File: config.mk
export PLATFORM = sky130hd
export DESIGN_NAME = vga_timing_gen
export DESIGN_NICKNAME = d
export VERILOG_FILES = /design/src/rtl/vga_pkg.sv /design/src/rtl/vga_axis_counter.sv /design/src/rtl/vga_timing_gen.sv
export SDC_FILE = /design/constraint.sdc
export NUM_CORES = 1
export LEC_CHECK = 0
export CORE_MARGIN = 2
export CORE_UTILIZATION = 45
export CTS_CLUSTER_DIAMETER = 150
export DETAILED_ROUTE_END_ITERATION = 16
export HOLD_SLACK_MARGIN = 0.15
export MAX_ROUTING_LAYER = met4
export PLACE_DENSITY = 0.82
export SETUP_SLACK_MARGIN = 0.02
export SLEW_MARGIN = 40
export SYNTH_ARGS = -nofsm -noshare
export SYNTH_HDL_FRONTEND = slang
export SYNTH_SLANG_ARGS = --single-unit
File: constraint.sdc
create_clock -name CLK -period 3.83 [get_ports CLK]
set_input_delay 0.766 -clock CLK [delete_from_list [all_inputs] [get_ports CLK]]
set_output_delay 0.766 -clock CLK [all_outputs]
set_load 0.02 [all_outputs]
File: src/rtl/vga_pkg.sv
// Shared VGA timing constants (640x480@60 defaults), segment encoding and
// helpers that derive the total line/frame lengths from the four segments.
package vga_pkg;

  localparam int unsigned H_ACTIVE_DEF = 640;
  localparam int unsigned H_FP_DEF     = 16;
  localparam int unsigned H_SYNC_DEF   = 96;
  localparam int unsigned H_BP_DEF     = 48;

  localparam int unsigned V_ACTIVE_DEF = 480;
  localparam int unsigned V_FP_DEF     = 10;
  localparam int unsigned V_SYNC_DEF   = 2;
  localparam int unsigned V_BP_DEF     = 33;

  // Segment order along either axis: active, front porch, sync, back porch.
  typedef enum logic [1:0] {
    SegActive,
    SegFrontPorch,
    SegSync,
    SegBackPorch
  } vga_seg_e;

  function automatic int unsigned axis_total(input int unsigned active,
                                             input int unsigned fp,
                                             input int unsigned sync,
                                             input int unsigned bp);
    return active + fp + sync + bp;
  endfunction

  function automatic int unsigned h_total(input int unsigned active,
                                          input int unsigned fp,
                                          input int unsigned sync,
                                          input int unsigned bp);
    return axis_total(active, fp, sync, bp);
  endfunction

  function automatic int unsigned v_total(input int unsigned active,
                                          input int unsigned fp,
                                          input int unsigned sync,
                                          input int unsigned bp);
    return axis_total(active, fp, sync, bp);
  endfunction

  localparam int unsigned H_TOTAL_DEF = h_total(H_ACTIVE_DEF, H_FP_DEF, H_SYNC_DEF, H_BP_DEF);
  localparam int unsigned V_TOTAL_DEF = v_total(V_ACTIVE_DEF, V_FP_DEF, V_SYNC_DEF, V_BP_DEF);

endpackage

File: src/rtl/vga_axis_counter.sv
// One axis of the raster: a wrapping position counter that advances on
// en_i, flags its last position, and decodes active/sync segments.
module vga_axis_counter
  import vga_pkg::*;
#(
  parameter int unsigned ACTIVE = H_ACTIVE_DEF,
  parameter int unsigned FP     = H_FP_DEF,
  parameter int unsigned SYNC   = H_SYNC_DEF,
  parameter int unsigned BP     = H_BP_DEF,
  parameter int unsigned CNT_W  = 10
) (
  input  logic             clk_i,
  input  logic             rst_i,
  input  logic             en_i,
  output logic [CNT_W-1:0] cnt_o,
  output logic             wrap_o,
  output logic             active_o,
  output logic             sync_o
);

  localparam int unsigned Total = axis_total(ACTIVE, FP, SYNC, BP);

  localparam logic [CNT_W-1:0] LastCnt   = CNT_W'(Total - 1);
  localparam logic [CNT_W-1:0] FpStart   = CNT_W'(ACTIVE);
  localparam logic [CNT_W-1:0] SyncStart = CNT_W'(ACTIVE + FP);
  localparam logic [CNT_W-1:0] BpStart   = CNT_W'(ACTIVE + FP + SYNC);

  logic [CNT_W-1:0] cnt_q, cnt_d;
  vga_seg_e         seg;

  assign wrap_o = en_i & (cnt_q == LastCnt);

  // Next position: hold, step, or wrap to zero after the last position.
  always_comb begin
    cnt_d = cnt_q;
    if (en_i) begin
      cnt_d = wrap_o ? '0 : cnt_q + CNT_W'(1);
    end
  end

  // Position register, cleared by the synchronous reset.
  always_ff @(posedge clk_i) begin
    if (rst_i) begin
      cnt_q <= '0;
    end else begin
      cnt_q <= cnt_d;
    end
  end

  // Segment decode; later segments win so zero-length segments collapse.
  always_comb begin
    seg = SegActive;
    if (cnt_q >= BpStart) begin
      seg = SegBackPorch;
    end else if (cnt_q >= SyncStart) begin
      seg = SegSync;
    end else if (cnt_q >= FpStart) begin
      seg = SegFrontPorch;
    end
  end

  assign cnt_o    = cnt_q;
  assign active_o = (seg == SegActive);
  assign sync_o   = (seg == SegSync);

endmodule

File: src/rtl/vga_timing_gen.sv
// VGA raster timing generator: pixel-tick divider, h/v counters, pixel
// requests to an external source, and a two-stage pipeline that keeps the
// returned colour aligned with the sync outputs.
module vga_timing_gen
  import vga_pkg::*;
#(
  parameter int unsigned CLK_DIV  = 2,
  parameter int unsigned H_ACTIVE = H_ACTIVE_DEF,
  parameter int unsigned H_FP     = H_FP_DEF,
  parameter int unsigned H_SYNC   = H_SYNC_DEF,
  parameter int unsigned H_BP     = H_BP_DEF,
  parameter int unsigned V_ACTIVE = V_ACTIVE_DEF,
  parameter int unsigned V_FP     = V_FP_DEF,
  parameter int unsigned V_SYNC   = V_SYNC_DEF,
  parameter int unsigned V_BP     = V_BP_DEF,
  parameter bit          HS_POL   = 1'b0,
  parameter bit          VS_POL   = 1'b0,
  parameter int unsigned COLOR_W  = 4,
  parameter int unsigned CNT_W    = 10
) (
  input  logic               CLK,
  input  logic               RST,
  input  logic [COLOR_W-1:0] PIX_R,
  input  logic [COLOR_W-1:0] PIX_G,
  input  logic [COLOR_W-1:0] PIX_B,
  output logic               PIX_REQ,
  output logic [CNT_W-1:0]   PIX_X,
  output logic [CNT_W-1:0]   PIX_Y,
  output logic               LINE_START,
  output logic               FRAME_START,
  output logic [COLOR_W-1:0] VGA_R,
  output logic [COLOR_W-1:0] VGA_G,
  output logic [COLOR_W-1:0] VGA_B,
  output logic               VGA_HS,
  output logic               VGA_VS
);

  localparam int unsigned    DivW    = (CLK_DIV > 1) ? $clog2(CLK_DIV) : 1;
  localparam logic [DivW-1:0] DivLast = DivW'(CLK_DIV - 1);

  logic [DivW-1:0]  div_q, div_d;
  logic             tick;
  logic [CNT_W-1:0] h_cnt, v_cnt;
  logic             h_wrap, v_wrap, h_active, v_active, h_sync, v_sync;
  logic             frame_top_q, frame_top_d;

  // Stage 1: counter-derived state captured on the tick.
  logic s1_valid_q, s1_active_q, s1_hs_q, s1_vs_q;

  // Tick on divider phase zero, so the first cycle after reset is a tick.
  assign tick = (div_q == '0) & ~RST;

  // Divider next state: count 0..CLK_DIV-1 and wrap.
  always_comb begin
    div_d = div_q + DivW'(1);
    if (RST || div_q == DivLast) begin
      div_d = '0;
    end
  end

  // Divider register.
  always_ff @(posedge CLK) begin
    div_q <= div_d;
  end

  vga_axis_counter #(
    .ACTIVE (H_ACTIVE),
    .FP     (H_FP),
    .SYNC   (H_SYNC),
    .BP     (H_BP),
    .CNT_W  (CNT_W)
  ) u_h_cnt (
    .clk_i    (CLK),
    .rst_i    (RST),
    .en_i     (tick),
    .cnt_o    (h_cnt),
    .wrap_o   (h_wrap),
    .active_o (h_active),
    .sync_o   (h_sync)
  );

  // Vertical axis steps only on the horizontal wrap, so sync covers whole lines.
  vga_axis_counter #(
    .ACTIVE (V_ACTIVE),
    .FP     (V_FP),
    .SYNC   (V_SYNC),
    .BP     (V_BP),
    .CNT_W  (CNT_W)
  ) u_v_cnt (
    .clk_i    (CLK),
    .rst_i    (RST),
    .en_i     (h_wrap),
    .cnt_o    (v_cnt),
    .wrap_o   (v_wrap),
    .active_o (v_active),
    .sync_o   (v_sync)
  );

  // Tracks "on line 0" so FRAME_START needs no wide compare on v_cnt.
  always_comb begin
    frame_top_d = frame_top_q;
    if (v_wrap) begin
      frame_top_d = 1'b1;
    end else if (h_wrap) begin
      frame_top_d = 1'b0;
    end
  end

  // First-line flag register; reset lands on line 0.
  always_ff @(posedge CLK) begin
    if (RST) begin
      frame_top_q <= 1'b1;
    end else begin
      frame_top_q <= frame_top_d;
    end
  end

  assign PIX_REQ     = tick & h_active & v_active;
  assign PIX_X       = h_cnt;
  assign PIX_Y       = v_cnt;
  assign LINE_START  = tick & (h_cnt == '0);
  assign FRAME_START = tick & (h_cnt == '0) & frame_top_q;

  // Stage 1: capture blanking and sync levels for the tick being requested.
  always_ff @(posedge CLK) begin
    if (RST) begin
      s1_valid_q  <= 1'b0;
      s1_active_q <= 1'b0;
      s1_hs_q     <= ~HS_POL;
      s1_vs_q     <= ~VS_POL;
    end else begin
      s1_valid_q <= tick;
      if (tick) begin
        s1_active_q <= h_active & v_active;
        s1_hs_q     <= h_sync ? HS_POL : ~HS_POL;
        s1_vs_q     <= v_sync ? VS_POL : ~VS_POL;
      end
    end
  end

  // Stage 2: register returned colour together with sync; hold otherwise.
  always_ff @(posedge CLK) begin
    if (RST) begin
      VGA_R  <= '0;
      VGA_G  <= '0;
      VGA_B  <= '0;
      VGA_HS <= ~HS_POL;
      VGA_VS <= ~VS_POL;
    end else if (s1_valid_q) begin
      VGA_R  <= s1_active_q ? PIX_R : '0;
      VGA_G  <= s1_active_q ? PIX_G : '0;
      VGA_B  <= s1_active_q ? PIX_B : '0;
      VGA_HS <= s1_hs_q;
      VGA_VS <= s1_vs_q;
    end
  end

endmodule

# ---- Word level (Yosys, flattened, before mapping)
# Cells that the tools add are included.
dict set report classes {
  n_addsub 3
  n_mux 13
  n_lt_le_gt_ge 6
  reduce_logical 5
  eq_ne 4
  bitwise_logic 10
}
# op n
set op_table {}
lappend op_table {{$ge A10 B10 Y1 const B} 3}
lappend op_table {{$ge A10 B9 Y1 const B} 3}
lappend op_table {{$add A10 B1 Y10 const B} 2}
lappend op_table {{$eq A10 B10 Y1 const B} 2}
lappend op_table {{$mux W10} 2}
lappend op_table {{$mux W4} 3}
lappend op_table {{$logic_not A10 Y1} 1}
lappend op_table {{$and A1 B1 Y1} 8}
lappend op_table {{$mux W2} 4}
lappend op_table {{$eq A2 B2 Y1 const B} 2}
lappend op_table {{$logic_not A2 Y1} 2}
lappend op_table {{$mux W1} 4}
lappend op_table {{$not A1 Y1} 2}
lappend op_table {{$reduce_or A2 Y1} 1}
lappend op_table {{$add A1 B1 Y1 const B} 1}
lappend op_table {{$logic_or A1 B1 Y1} 1}
dict set report totals {
  elab_cells 54
  register_bits 40
  out_inout_bits 37
  inputBits 14
}

# ---- Logic depth before layout (Yosys ltp)
# Gate-level depths: netlist of run 1.
dict set report logic_depth {
  ltp_word 7
  ltp_mapped 8
  ltp_nobuf 6
}

# ---- By module
# Synthesis of run 1 repeated with hierarchy kept, for this count alone.
dict set report unflattened {
  cells_unflattened 213
  area_unflattened_um2 1910.6
}
# module instances cells_each area_each_um2 seq_area_each_um2
set modules_own_cells {}
lappend modules_own_cells {vga_timing_gen 1 89 803.3 400.4}
lappend modules_own_cells {{vga_axis_counter (u_h_cnt)} 1 64 576.8 200.2}
lappend modules_own_cells {{vga_axis_counter (u_v_cnt)} 1 60 530.5 200.2}

# ---- Least setup slack after synthesis of run 1
# No wires, ideal clock.
dict set report synth_path {
  path_type {input to output}
  start {in RST}
  end {out FRAME_START}
  stages 5
  n_path_buf 1
  arrival_ns 2.255
  path_slack_ns 0.809
  required_time_ns 3.064
  cell_sequence {buf_6 nor2_1 nand3_1 nor4b_1 and2_1}
}
dict set report synth_between {
  elab_chain_cells 4
}
# item line_no
set synth_lines {}
lappend synth_lines {{start, declared} vga_timing_gen.sv:22} ;# input logic RST,
lappend synth_lines {{$not A1 Y1} vga_timing_gen.sv:51} ;# assign tick = (div_q == '0) & ~RST;
lappend synth_lines {{$and A1 B1 Y1} vga_timing_gen.sv:51}
lappend synth_lines {{$and A1 B1 Y1} n/a}
lappend synth_lines {{named net LINE_START} vga_timing_gen.sv:29} ;# output logic LINE_START,
lappend synth_lines {{$and A1 B1 Y1} vga_timing_gen.sv:122} ;# assign FRAME_START = tick & (h_cnt == '0) & frame_top_q;
lappend synth_lines {{end, declared} vga_timing_gen.sv:30} ;# output logic FRAME_START,
# The timed path passes the listed nets, and every way through them passes these cells.

# ---- Final worst setup path of run 1
dict set report layout_path {
  start {in RST}
  end {out FRAME_START}
}
dict set report layout_between {
  elab_chain_cells 4
}
# item line_no
set layout_lines {}
lappend layout_lines {{$not A1 Y1} vga_timing_gen.sv:51}
lappend layout_lines {{$and A1 B1 Y1} vga_timing_gen.sv:51}
lappend layout_lines {{$and A1 B1 Y1 (2 in series)} vga_timing_gen.sv:122}
# Every way passes these cells.

==> summary.md, run 1 <==
| Metric | Value |
|---|---|
| Unique cell type count in the Yosys netlist | `37` |
| Final WS setup | `~290 ps` |
| Finished Layout Cells | `304` |
| Total power draw | `approximately 0.8 mW` |
| Layout cell share with drive strength beyond 1 | `0.0625` |
| Fin. Hold Viols | `0` |
| Mapped Nets | `226` |
| Status | `complete, no violations` |
| FFs w/ async S/R, synth | `0` |
| Crit path max-delay cell type | `clkdlybuf4s50_1` |
| Post-Syn Area | `1790 µm²` |
| WP data required | `3060 ps` |
| DR WL/cell | `13.9 µm` |
| Post-Syn Instances | `208` |
| Commonest non-fill, non-tap cell in the layout | `clkdlybuf4s50_1` |
| Setup crit end kind | `primary output` |
| Post-Place Worst Slack | `~270 ps` |
| FF-to-FF Start | `div_q` |
| First-pass GRT wire length | `6.71 mm` |
| Number of flops mapped to enable cells by yosys | `0` |
| RSZ-0062 raised after global routing | `false` |
| Layout Area Growth over Synthesis | `33.7%` |
| CTS hold repair buffers | `0` |
| Initial DRC count | `78` |
| Met1 usage | `0.244` |
| Chip Height | `67.0 µm` |
| PostCTS Resize Cnt | `0` |
| Top Ports | `between 50 and 60` |
| Via-per-instance ratio | `5.48` |
| Clock transition at the registers of the reported paths | `70 ps` |
| Vias in the first global route | `1511` |
| Max-Cap Viols | `0` |
| CTS tree | `yes` |
| Total global-route track usage | `0.202` |
| Multi-input logic area | `903 µm²` |
| Post-CTS setup buffers | `0` |
| Synth Warn # | `0` |
| Die area | `4490 µm²` |
| Worst reg-to-reg path cell count | `5` |
| Placer Congestion | `0.835` |
| Fill count | `between 300 and 400` |
| Crit path DAT | `2770 ps` |
| Met3 GRT Util | `0.0608` |
| Power Density | `331 nW/µm²` |
| Residual DRC count | `0` |
| Final ANT Viol Nets | `0` |
| CP cell instances | `clkdlybuf4s50_1 > nor2_1 > nand3_1 > nor4b_1 > and2_1 > clkdlybuf4s50_1` |
| Initial antenna violation count | `0` |
| Most frequent cells in the layout | `clkdlybuf4s50_1, dfxtp_1, a21oi_1` |
| Fin crit share | `0.924` |
| WHS | `475 ps` |
| Design area | `2390 µm²` |
| R2r setup slk | `1300 ps` |
| Starting density of the core | `0.478` |
| Crit-path max FO | `3` |
| Worst-Skew Late Latency | `about 300 ps` |
| Ys flop type | `dfxtp_1` |
| Largest net degree at the start of global routing | `26` |
| Drt pass-1 iters | `4` |
| #FFs+latches synth | `40` |
| Setup TNS | `0 ps` |
| Clock root buffer | `clkbuf_8` |
| Met2 Usage GRT | `0.322` |
| Placed instance area | `2300 µm²` |
| Maximum clock frequency | `between 0.2 and 0.3 GHz` |
| Core Util, Final | `0.638` |
| Reg2reg end | `u_v_cnt.cnt_o[4]` |
| Clk sinks | `40` |
| Hold crit path type | `reg -> reg` |
| # port buffers | `50` |
| Placed cells | `296` |
| Slew @ Worst Pin | `700 ps` |
| Clock skew | `10.6 ps` |
| CP startpoint | `RST` |
| Most Crowded Layer GR | `met2` |
| Seq/Total Area, Yosys | `0.448` |
| Crit path kind | `in -> out` |
| Max stage delay on crit path | `600 ps` |
| Lkg Pwr | `0.806 nW` |
| Num CTS Buffers | `5` |
| CP dominant cell by count | `clkdlybuf4s50_1` |
| Dpl hpwl | `around 2.8 mm` |
| CTS Buffer Depth | `2` |
| Total gr overflow | `0` |
| Setup Viol. Count Final | `0` |
| Startpoint Class | `input pin` |
| Worst VDD drop | `0.267 mV` |
| Tmin final | `approximately 3500 ps` |
| Rows | `22` |
| N_diodes | `0` |
| Fin nets | `273` |
| Synthesized area per cell | `8.60 µm²` |
| DR vias | `1667` |
| Die X | `67.0 µm` |
| Register Area | `between 800 and 900 µm²` |
| H-tree levels | `2` |
| Max-slew violation count | `0` |
| Relative slew margins | `0.530` |
| Worst setup endpoint | `FRAME_START` |
| Core Box Area | `3740 µm²` |
| Final WL | `roughly 4.2 mm` |
how the worst min path moves through the flow:
stage	startpoint	end	slack, ps	cells past startpoint
after CTS	VGA_HS	VGA_HS	490	2
after global routing	frame_top_q	frame_top_q	510	1
after global placement	VGA_HS	VGA_HS	450	2
after detailed placement	VGA_HS	VGA_HS	470	2
after floorplan	frame_top_q	frame_top_q	420	1
final	frame_top_q	frame_top_q	470	1
kinds of logic (layout without fill, tap and decap cells):
family,after synthesis,count (layout),share of synthesized area
buffers and inverters,18,66,0.0469
XOR/XNOR,8,8,0.0392
AND/OR/NAND/NOR,96,96,0.300
multiplexers,3,3,0.0168
AO/OA/AOI/OAI,39,39,0.122
flip-flops,40,40,0.448
adder cells (fa/ha/maj),4,4,0.0280
critical path, delay by kind of cell:
kind	cells	cell delay (ps)
AND/OR/NAND/NOR	4	970
buffers and inverters	2	1040
where the power goes:
group          total (mW)  switching (mW)  leakage, nW  internal, mW
Clock               0.277           0.150       0.0479         0.127
Sequential          0.436          0.0114        0.325         0.425
Combinational      0.0781          0.0366        0.434        0.0415
cell usage after synthesis, types with 3 or more instances:
cell type / count / area, µm²
nor4_1: 4 / 25.0
nor3_1: 8 / 40.0
or3_1: 5 / 31.3
dfxtp_1: 40 / 801
mux2i_1: 3 / 30.0
o31ai_1: 4 / 30.0
nor2_1: 21 / 78.8
nand2_1: 16 / 60.1
nor2b_1: 14 / 87.6
nand3_1: 3 / 15.0
o21ai_0: 5 / 25.0
ha_1: 4 / 50.1
xnor2_1: 7 / 61.3
or4_1: 5 / 37.5
a21oi_1: 24 / 120
inv_1: 6 / 22.5
nand4_1: 4 / 25.0
clkbuf_1: 9 / 33.8
layout make-up:
class,instances,area share
flip-flops and latches,40,0.335
well taps,48,0.0251
inverters,6,0.00942
clock inverters,3,0.00785
repair buffers,52,0.216
multi-input cells,150,0.378
clock buffers,5,0.0288
sequential cells by signal (all words and copies together), names as in the netlist:
register       cells
u_h_cnt.cnt_o     10
s1_active_q        1
s1_hs_q            1
s1_vs_q            1
div_q              1
frame_top_q        1
VGA_B              4
VGA_G              4
VGA_HS             1
VGA_VS             1
s1_valid_q         1
VGA_R              4
u_v_cnt.cnt_o     10
routing by layer:
layer | vias to the layer above | wire length (µm)
met4 | 0 | 55
met5 | - | 0
met2 | 54 | 1930
li1 | 818 | -
met1 | 790 | 1940
met3 | 5 | 292
Power figures use the tool's default switching activity.
==> run 2: changes to the inputs <==
--- a/config.mk
+++ b/config.mk
@@ -11,7 +11,7 @@
 export DETAILED_ROUTE_END_ITERATION = 16
 export HOLD_SLACK_MARGIN = 0.15
 export MAX_ROUTING_LAYER = met4
-export PLACE_DENSITY = 0.82
+export PLACE_DENSITY_LB_ADDON = 0.2
 export SETUP_SLACK_MARGIN = 0.02
 export SLEW_MARGIN = 40
 export SYNTH_ARGS = -nofsm -noshare
==> run 2 against run 1 <==
Sequential share of layout area shrank 0.28 points; hold slack lost 23 ps; die area is the same; wire length shrank 6.6%; flip-flop and latch count is the same; power grew 7.2%; setup slack gained 110 ps; combinational power is essentially flat; register-to-register slack gained 130 ps; critical path type unchanged; critical endpoint unchanged.
==> summary.md, run 2 (synthesis gave the netlist of run 1 again) <==
| Metric | Value |
|---|---|
| N_diodes | `0 (unchanged)` |
| Relative slew margins | `0.538 (+0.00849)` |
| Core Box Area | `3740 µm² (unchanged)` |
| Rows | `22 (unchanged)` |
| CP bufs+invs | `2 (unchanged)` |
| Status | `complete, no violations` |
| Commonest non-fill, non-tap cell in the layout | `clkdlybuf4s50_1` |
| Fin crit share | `0.896 (-0.0280)` |
| Worst reg-to-reg path cell count | `4 (-1)` |
| Vias in the first global route | `1421 (-6.0%)` |
| Fin nets | `273 (unchanged)` |
| CTS Buffer Depth | `2 (unchanged)` |
| Worst VDD drop | `0.241 mV (-9.8%)` |
| Slew @ Worst Pin | `687 ps (-12.6 ps)` |
| Max-Cap Viols | `0 (unchanged)` |
| Residual DRC count | `0 (unchanged)` |
| Starting density of the core | `0.478 (unchanged)` |
| Comb power frac | `0.092 (-0.007)` |
| Sw Ratio | `0.222 (-0.0285)` |
| Setup TNS | `0 ps (unchanged)` |
| RSZ-0062 raised after global routing | `false` |
| Layout cell share with drive strength beyond 1 | `0.0586 (-0.00391)` |
| Clk sinks | `40 (unchanged)` |
| Lkg Pwr | `0.813 nW (+0.90%)` |
| Num CTS Buffers | `5 (unchanged)` |
| Design area | `2410 µm² (+0.84%)` |
| Layout Area Growth over Synthesis | `34.8%` |
| Min-delay src | `frame_top_q` |
| Worst path top cell family by delay | `buffers and inverters` |
| Startpoint Class | `input pin` |
| Top Ports | `51 (unchanged)` |
| Total gr overflow | `0 (unchanged)` |
| Clock transition at the registers of the reported paths | `70 ps (about the same)` |
| Maximum clock frequency | `0.291 GHz (+3.1%)` |
| CP dominant cell by count | `clkdlybuf4s50_1` |
| Setup Viol. Count Final | `0 (unchanged)` |
| Clock root buffer | `clkbuf_8` |
| Post-CTS setup buffers | `0 (unchanged)` |
| Die area | `4490 µm² (unchanged)` |
| Die X | `67.0 µm (unchanged)` |
| Initial DRC count | `75 (-3.8%)` |
| Total global-route track usage | `0.192 (-0.0103)` |
| Initial antenna violation count | `0 (unchanged)` |
| Sw power | `0.188 mW (-5.0%)` |
| DR vias | `1614 (-3.2%)` |
| CTS tree | `yes` |
| Via-per-instance ratio | `5.31 (-3.2%)` |
| First-pass GRT wire length | `6.41 mm (-4.5%)` |
| Largest net degree at the start of global routing | `26 (unchanged)` |
| H-tree levels | `2 (unchanged)` |
| Fin. Hold Viols | `0 (unchanged)` |
| Crit-path max FO | `3 (unchanged)` |
| FF-to-FF Start | `div_q` |
| PostCTS Resize Cnt | `0 (unchanged)` |
| Crit path kind | `in -> out` |
| Worst hold path cell count | `1 (unchanged)` |
| Fill count | `325 (-6.1%)` |
| DR WL/cell | `13.0 µm (-6.6%)` |
| Cell Int Power | `0.660 mW (+11%)` |
| Clock group share of total power | `0.394 (+0.044)` |
| WP data required | `3060 ps (about the same)` |
| Placed instance area | `2300 µm² (unchanged)` |
| Placer Congestion | `0.820 (-1.8%)` |
| Seq pwr share | `0.514 (-0.037)` |
| Crit path DAT | `2670 ps (-100 ps)` |
| Max-slew violation count | `0 (unchanged)` |
| Chip Height | `67.0 µm (unchanged)` |
| Power Density | `352 nW/µm² (+6.3%)` |
| # port buffers | `50 (unchanged)` |
| Tmin final | `3430 ps (-107 ps)` |
| Final WL | `3.94 mm (-6.6%)` |
| Dpl hpwl | `2.73 mm (-3.5%)` |
| Clock skew | `6.61 ps (-4.00 ps)` |
| Setup crit end kind | `primary output` |
| Final ANT Viol Nets | `0 (unchanged)` |
| Drt pass-1 iters | `4 (unchanged)` |
| Hold crit path type | `reg -> reg` |
| Hold Path Sink | `frame_top_q` |
| CTS hold repair buffers | `0 (unchanged)` |
| Crit path max-delay cell type | `clkdlybuf4s50_1` |
| Reg2reg end | `u_v_cnt.cnt_o[6]` |
| Worst-Skew Late Latency | `290 ps (about the same)` |
| Max stage delay on crit path | `600 ps (about the same)` |
| CP cell instances | `clkdlybuf4s50_1 > nor2_1 > nand3_1 > nor4b_1 > and2_1 > clkdlybuf4s50_1` |
| R2r setup slk | `1430 ps (+130 ps)` |
| Most frequent cells in the layout | `clkdlybuf4s50_1, dfxtp_1, a21oi_1` |
run 2: changes by cell type in the layout (fill, tap and decap cells not counted):
cell,change
clkinv_2,-1
bufinv_16,+1
clkbuf_1,+1
clkinv_4,-1
run 2: final cells by class:
class | instances | area [µm²] | area share
repair buffers | 52 | 515 | 0.214
clock buffers | 6 | 72.6 | 0.0301
flip-flops and latches | 40 | 801 | 0.332
inverters | 6 | 22.5 | 0.00935
multi-input cells | 150 | 903 | 0.375
well taps | 48 | 60.1 | 0.0249
clock inverters | 2 | 35.0 | 0.0145
run 2: stage by stage:
step	power, mW	hold slack (ps)	cells	utilization	setup WS [ps]
6_report	0.848	451	304	0.644	398
5_1_grt	0.885	476	304	0.644	240
4_1_cts	0.856	457	304	0.644	374
3_5_place_dp	0.524	437	296	0.615	388
3_3_place_gp	0.522	446	296	0.615	413
2_1_floorplan	0.484	418	208	-	809
run 2: how the worst max path moves through the flow:
stage                              to  cells past startpoint  start  slack [ps]
after floorplan           FRAME_START                      5    RST         810
after global placement    FRAME_START                      6    RST         410
after detailed placement  FRAME_START                      6    RST         390
after CTS                 FRAME_START                      6    RST         370
after global routing      FRAME_START                      6    RST         240
final                     FRAME_START                      6    RST         400
run 2: power by group through the flow:
stage	logic [mW]	registers (mW)	clock network (mW)
3_3_place_gp	0.0766	0.446	0
6_report	0.0780	0.436	0.334
5_1_grt	0.0843	0.438	0.363
4_1_cts	0.0785	0.436	0.342
2_1_floorplan	0.0357	0.448	0
3_5_place_dp	0.0780	0.446	0
run 2: routing by layer:
layer / track usage / wire length (µm) / up-vias
met5: - / 0 / -
met4: 0.0612 / 40 / 0
met3: 0.0473 / 302 / 8
met2: 0.304 / 1720 / 60
met1: 0.240 / 1880 / 727
li1: - / - / 819
==> edit 1, RTL diff (flow settings as in run 2) <==
The parameter `COLOR_W` goes from 4 to 5.
--- a/src/rtl/vga_timing_gen.sv
+++ b/src/rtl/vga_timing_gen.sv
@@ -15,7 +15,7 @@
   parameter int unsigned V_BP     = V_BP_DEF,
   parameter bit          HS_POL   = 1'b0,
   parameter bit          VS_POL   = 1'b0,
-  parameter int unsigned COLOR_W  = 4,
+  parameter int unsigned COLOR_W  = 5,
   parameter int unsigned CNT_W    = 10
 ) (
   input  logic               CLK,
Interface: changed (6 resized); port bits go from 51 to 57. The function was not compared with the original's and may differ.
==> edit 1 against run 2 <==
First-iteration DRC count grew 32%; sequential cell count is 3 higher; die area grew 5.7%; design area rose by 6.8%; critical path depth stayed put; worst setup slack improved by 130 ps; sequential power rose by 7.6%; routed wire length grew 4.8%; synthesized area up 6.1%; total power down 1.5%; sequential share of layout area grew 0.22 points; critical path type unchanged; largest power group unchanged.
==> edit 1: results (changes against run 2) <==
.. list-table::
   :header-rows: 1

   * - Metric
     - Value
   * - Critical path peak fanout
     - 2 (-1)
   * - Most instantiated cells after synthesis
     - 43 x sky130_fd_sc_hd__dfxtp_1, 28 x sky130_fd_sc_hd__nor2_1, 25 x sky130_fd_sc_hd__a21oi_1
   * - CTS root buffer
     - sky130_fd_sc_hd__clkbuf_8
   * - Final TNS setup
     - 0 ps (unchanged)
   * - Actual slew at the worst max-slew pin
     - 640 ps (-46.7 ps)
   * - Number of nets in the final layout
     - 291 (+6.6%)
   * - Reg2reg start
     - u_h_cnt.cnt_o[0]
   * - Routed wire per std cell
     - 12.9 um (-0.78%)
   * - Post-Route Skew
     - 4.33 ps (-2.28 ps)
   * - Post-Syn Nets
     - 236 (+4.4%)
   * - DRC violation total after the first TritonRoute iteration
     - 99 (+32%)
   * - Outcome
     - complete, no violations
   * - Total number of yosys warnings
     - 0 (unchanged)
   * - Number of cells upsized or downsized after cts
     - 0 (unchanged)
   * - Count of buffers inserted at the top-level ports
     - 56 (+12%)
   * - Leakage power total
     - 0.000922 uW (+13%)
   * - Share of synthesized area occupied by flip-flops and latches
     - 0.454 (+0.00596)
   * - Terminus of the critical flop-to-flop path
     - u_v_cnt.cnt_o[5]
   * - Share of final-layout standard cells stronger than drive strength 1
     - 0.0812 (+0.0226)
   * - Setup slack, reg-to-reg
     - 1950 ps (+520 ps)
   * - Number of buffers added by the clock tree synthesis step
     - 5 (unchanged)
   * - Distinct cells, synth
     - 39 (+5.4%)
   * - Maximum number of pins on one net before global-route repair
     - 29 (+12%)
   * - Critical path destination
     - FRAME_START
   * - First-pass GRT wire length
     - 6690 um (+4.4%)
   * - H-tree depth reported by CTS
     - 2 (unchanged)
   * - Cells taking the most area after synthesis
     - sky130_fd_sc_hd__dfxtp_1 45%, sky130_fd_sc_hd__a21oi_1 6.6%, sky130_fd_sc_hd__nor2b_1 6.3%, sky130_fd_sc_hd__nor2_1 5.5%, sky130_fd_sc_hd__xor2_1 4.2%
   * - Maximum VDD drop
     - 0.000252 V (+4.6%)
   * - Cell family with the largest share of critical-path delay
     - buffers and inverters
   * - Drt via density
     - 5.13 (-3.4%)
   * - Largest buffer count on any clock path
     - 2 (unchanged)
   * - GRT Overall Usage
     - 0.195 (+0.00338)
   * - Hold crit path type
     - reg2reg
   * - Routability-driven placement congestion ratio
     - 0.840 (+2.4%)
   * - Placed wire-length estimate after detailed placement
     - 2930 um (+7.5%)
   * - Switching fraction of total power
     - 0.246 (+0.0234)
   * - Via count of the first global-routing pass
     - 1470 (+3.4%)
   * - Clock-pin transition on the worst setup and hold timing paths
     - ~80 ps
   * - CP arrival
     - 2530 ps (-140 ps)
   * - Worst reg-to-reg path cell count
     - 5 (+1)
edit 1: cell types whose count changed in the layout (fill, tap and decap cells not counted), sizes merged, moves of 6 or more:
cell	run 2	this run
xnor2	7	1
nor3	8	1
nor2	21	28
nand2	16	10
clkdlybuf4s50	50	56
xor2	1	9
edit 1: cell type report:
class,count,area (sq um)
tap,50,62.6
sequential,43,861
clock buffer,6,72.6
clock inverter,2,12.5
fill,366,1460
multi-input combinational,157,967
inverter,4,15.0
timing repair buffer,59,583
edit 1: cells by family after synthesis:
kind of cell,count (synthesis),synth area share
AND/OR/NAND/NOR,103,0.315
flip-flops,43,0.454
AO/OA/AOI/OAI,40,0.122
buffers and inverters,15,0.0363
XOR/XNOR,10,0.0462
adder cells (fa/ha/maj),4,0.0264
edit 1: per-stage QoR:
step | hold slack, ps | std cells | setup WS, ps | instance area (sq um)
after floorplan | 418 | 215 | 868 | 1900
after global placement | 441 | 313 | 522 | 2490
final | 466 | 321 | 531 | 2570
after global routing | 503 | 321 | 335 | 2570
after CTS | 473 | 321 | 489 | 2570
after detailed placement | 447 | 313 | 487 | 2490
edit 1: worst reg2reg max path: stages (launching register included):
cell and delay [ps]:
sky130_fd_sc_hd__dfxtp_1 510, sky130_fd_sc_hd__ha_1 230, sky130_fd_sc_hd__and3_2 290, sky130_fd_sc_hd__nand3_2 160
sky130_fd_sc_hd__or3_2 470, sky130_fd_sc_hd__a21oi_1 150
edit 1: how the worst min path moves through the flow:
stage | start | endpoint | slack (ps) | cells after the start
after floorplan | frame_top_q | frame_top_q | 420 | 1
after global placement | frame_top_q | frame_top_q | 440 | 1
after detailed placement | frame_top_q | frame_top_q | 450 | 1
after global routing | frame_top_q | frame_top_q | 500 | 1
final | frame_top_q | frame_top_q | 470 | 1
after CTS | frame_top_q | frame_top_q | 470 | 1
edit 1: power groups by stage:
stage / registers (uW) / clock network, uW / logic (uW)
2_1_floorplan: 480 / 0 / 39.4
3_3_place_gp: 479 / 0 / 85.3
3_5_place_dp: 479 / 0 / 85.6
4_1_cts: 469 / 289 / 85.8
5_1_grt: 471 / 307 / 92.1
6_report: 469 / 282 / 84.6
edit 1: routing by layer:
layer,wire [um],GRT usage,vias up
met5,0,-,-
met4,58,0.0662,0
met3,177,0.0584,7
met2,1970,0.287,27
met1,1930,0.256,759
li1,-,-,854
==> edit 2, RTL diff (config.mk and constraints of run 2) <==
Without the edit above. Register the inputs `PIX_R`, `PIX_G` and `PIX_B` before use, cleared by the reset. The logic sees them one clock later.
--- a/src/rtl/vga_timing_gen.sv
+++ b/src/rtl/vga_timing_gen.sv
@@ -37,6 +37,22 @@
 
   localparam int unsigned    DivW    = (CLK_DIV > 1) ? $clog2(CLK_DIV) : 1;
   localparam logic [DivW-1:0] DivLast = DivW'(CLK_DIV - 1);
+
+  logic [COLOR_W-1:0] PIX_R_q;
+  logic [COLOR_W-1:0] PIX_G_q;
+  logic [COLOR_W-1:0] PIX_B_q;
+
+  always_ff @(posedge CLK) begin
+    if (RST) begin
+      PIX_R_q <= '0;
+      PIX_G_q <= '0;
+      PIX_B_q <= '0;
+    end else begin
+      PIX_R_q <= PIX_R;
+      PIX_G_q <= PIX_G;
+      PIX_B_q <= PIX_B;
+    end
+  end
 
   logic [DivW-1:0]  div_q, div_d;
   logic             tick;
@@ -147,9 +163,9 @@
       VGA_HS <= ~HS_POL;
       VGA_VS <= ~VS_POL;
     end else if (s1_valid_q) begin
-      VGA_R  <= s1_active_q ? PIX_R : '0;
-      VGA_G  <= s1_active_q ? PIX_G : '0;
-      VGA_B  <= s1_active_q ? PIX_B : '0;
+      VGA_R  <= s1_active_q ? PIX_R_q : '0;
+      VGA_G  <= s1_active_q ? PIX_G_q : '0;
+      VGA_B  <= s1_active_q ? PIX_B_q : '0;
       VGA_HS <= s1_hs_q;
       VGA_VS <= s1_vs_q;
     end
Formal check against the unedited RTL: not equivalent (Yosys sat finds a counterexample within 4 cycles, from zero or initial values and one cycle with RST high).
==> edit 2 against run 2 <==
Synthesized area up 18%; design area is 13% higher; total power increased by 14%; routed wire length increased by 7.4%; worst setup slack got worse by 180 ps; largest power group unchanged; hold slack improved by 14 ps; via count rose by 7.4%; sequential share of layout area rose by 4.9 points; highest routed layer unchanged; sequential cell count is 12 higher.
==> edit 2: results (changes against run 2) <==
.. list-table::
   :header-rows: 1

   * - Metric
     - Value
   * - Outcome
     - complete, no violations
   * - CP arrival
     - 2840 ps (+170 ps)
   * - Placed wire-length estimate after detailed placement
     - 2960 um (+8.7%)
   * - Critical path peak fanout
     - 7 (+4)
   * - Leakage power total
     - 0.000969 uW (+19%)
   * - Longest individual stage delay on the worst path
     - 690 ps (+90 ps)
   * - Post-Route Skew
     - 6.96 ps (+0.359 ps)
   * - Setup slack, reg-to-reg
     - 1650 ps (+220 ps)
   * - DRC violation total after the first TritonRoute iteration
     - 72 (-4.0%)
   * - Grt peak-use layer
     - met2
   * - Drt via density
     - 5.19 (-2.3%)
   * - Number of nets in the final layout
     - 299 (+9.5%)
   * - Actual slew at the worst max-slew pin
     - 581 ps (-107 ps)
   * - Maximum number of pins on one net before global-route repair
     - 31 (+19%)
   * - GR Util met2
     - 0.254 (-0.0506)
   * - Cells taking the most area after synthesis
     - sky130_fd_sc_hd__dfxtp_1 49%, sky130_fd_sc_hd__nor2b_1 7.7%, sky130_fd_sc_hd__nor2_1 5.2%, sky130_fd_sc_hd__a21oi_1 4.7%, sky130_fd_sc_hd__xnor2_1 3.3%
   * - First-pass GRT wire length
     - 6790 um (+5.9%)
   * - Met1 track demand over resource in global routing
     - 0.224 (-0.0160)
   * - Met3 routing resource usage after global routing
     - 0.0431 (-0.00424)
   * - Hold worst-path end
     - VGA_B[1]
   * - Clock-pin transition on the worst setup and hold timing paths
     - 90 ps (+20 ps)
   * - Most instantiated cells after synthesis
     - 52 x sky130_fd_sc_hd__dfxtp_1, 29 x sky130_fd_sc_hd__nor2_1, 26 x sky130_fd_sc_hd__nor2b_1
   * - Worst-Skew Late Latency
     - 310 ps (+20 ps)
   * - Terminus of the critical flop-to-flop path
     - u_v_cnt.cnt_o[8]
   * - Int Power
     - 729 uW (+11%)
   * - Routed wire per std cell
     - 12.7 um (-2.3%)
   * - Routability-driven placement congestion ratio
     - 0.908 (+11%)
   * - Via count of the first global-routing pass
     - 1499 (+5.5%)
   * - Worst min-delay path startpoint
     - PIX_B_q[1]
   * - Maximum VDD drop
     - 0.000196 V (-19%)
   * - GRT Overall Usage
     - 0.168 (-0.0237)
   * - Share of synthesized area occupied by flip-flops and latches
     - 0.493 (+0.0450)
   * - Worst hold path stage count
     - 2 (+1)
   * - Reg2reg start
     - u_h_cnt.cnt_o[6]
   * - Post-placement worst setup slack
     - 205 ps (-183 ps)
edit 2: power by group through the flow:
stage	combinational, uW	clock [uW]	sequential [uW]
2_1_floorplan	41.8	0	582
3_3_place_gp	82.5	0	580
6_report	82.0	315	568
5_1_grt	91.0	339	570
4_1_cts	83.4	323	568
3_5_place_dp	82.9	0	580
edit 2: worst reg2reg max path: stages, from the launching register on:
cell	delay [ps]
sky130_fd_sc_hd__dfxtp_1	380
sky130_fd_sc_hd__or4_4	580
sky130_fd_sc_hd__or3_4	490
sky130_fd_sc_hd__or4_4	540
sky130_fd_sc_hd__a21oi_2	130
edit 2: kinds of logic (layout without fill, tap and decap cells):
logic type      Yosys count  in the layout  share of synthesized area
xor+xnor                 12             12                     0.0498
compound gates           34             34                     0.0966
buf+inv                  19             68                     0.0373
flops                    52             52                      0.493
fa+ha+maj                 4              4                     0.0237
simple gates            112            112                      0.300
edit 2: final cells by class:
| type | instances | area, sq um |
|---|---|---|
| inverter | 9 | 33.8 |
| clock inverter | 3 | 22.5 |
| clock buffer | 5 | 68.8 |
| tap | 52 | 65.1 |
| timing repair buffer | 51 | 508 |
| fill | 422 | 1710 |
| multi-input combinational | 162 | 992 |
| sequential | 52 | 1040 |
edit 2: metal layers:
| layer | part of all wire | wire length, um |
|---|---|---|
| met5 | 0 | 0 |
| met4 | 0.011 | 46 |
| met3 | 0.052 | 222 |
| met2 | 0.44 | 1850 |
| met1 | 0.50 | 2110 |
edit 2: how the worst max path moves through the flow:
stage	start	end	slack (ps)	cells after the start
floorplan	RST	PIX_REQ	900	4
global placement	RST	PIX_REQ	250	4
detailed placement	RST	PIX_REQ	210	4
CTS	RST	PIX_REQ	180	4
global route	RST	PIX_REQ	50	4
finish	RST	PIX_REQ	220	4
edit 2: through the flow:
stage / std cells / hold WS (ps) / power, uW / instance area, sq um
5_1_grt: 334 / 491 / 1000 / 2730
2_1_floorplan: 233 / 418 / 624 / 2110
3_5_place_dp: 326 / 440 / 663 / 2640
4_1_cts: 334 / 467 / 974 / 2730
6_report: 334 / 465 / 965 / 2730
3_3_place_gp: 326 / 437 / 663 / 2640
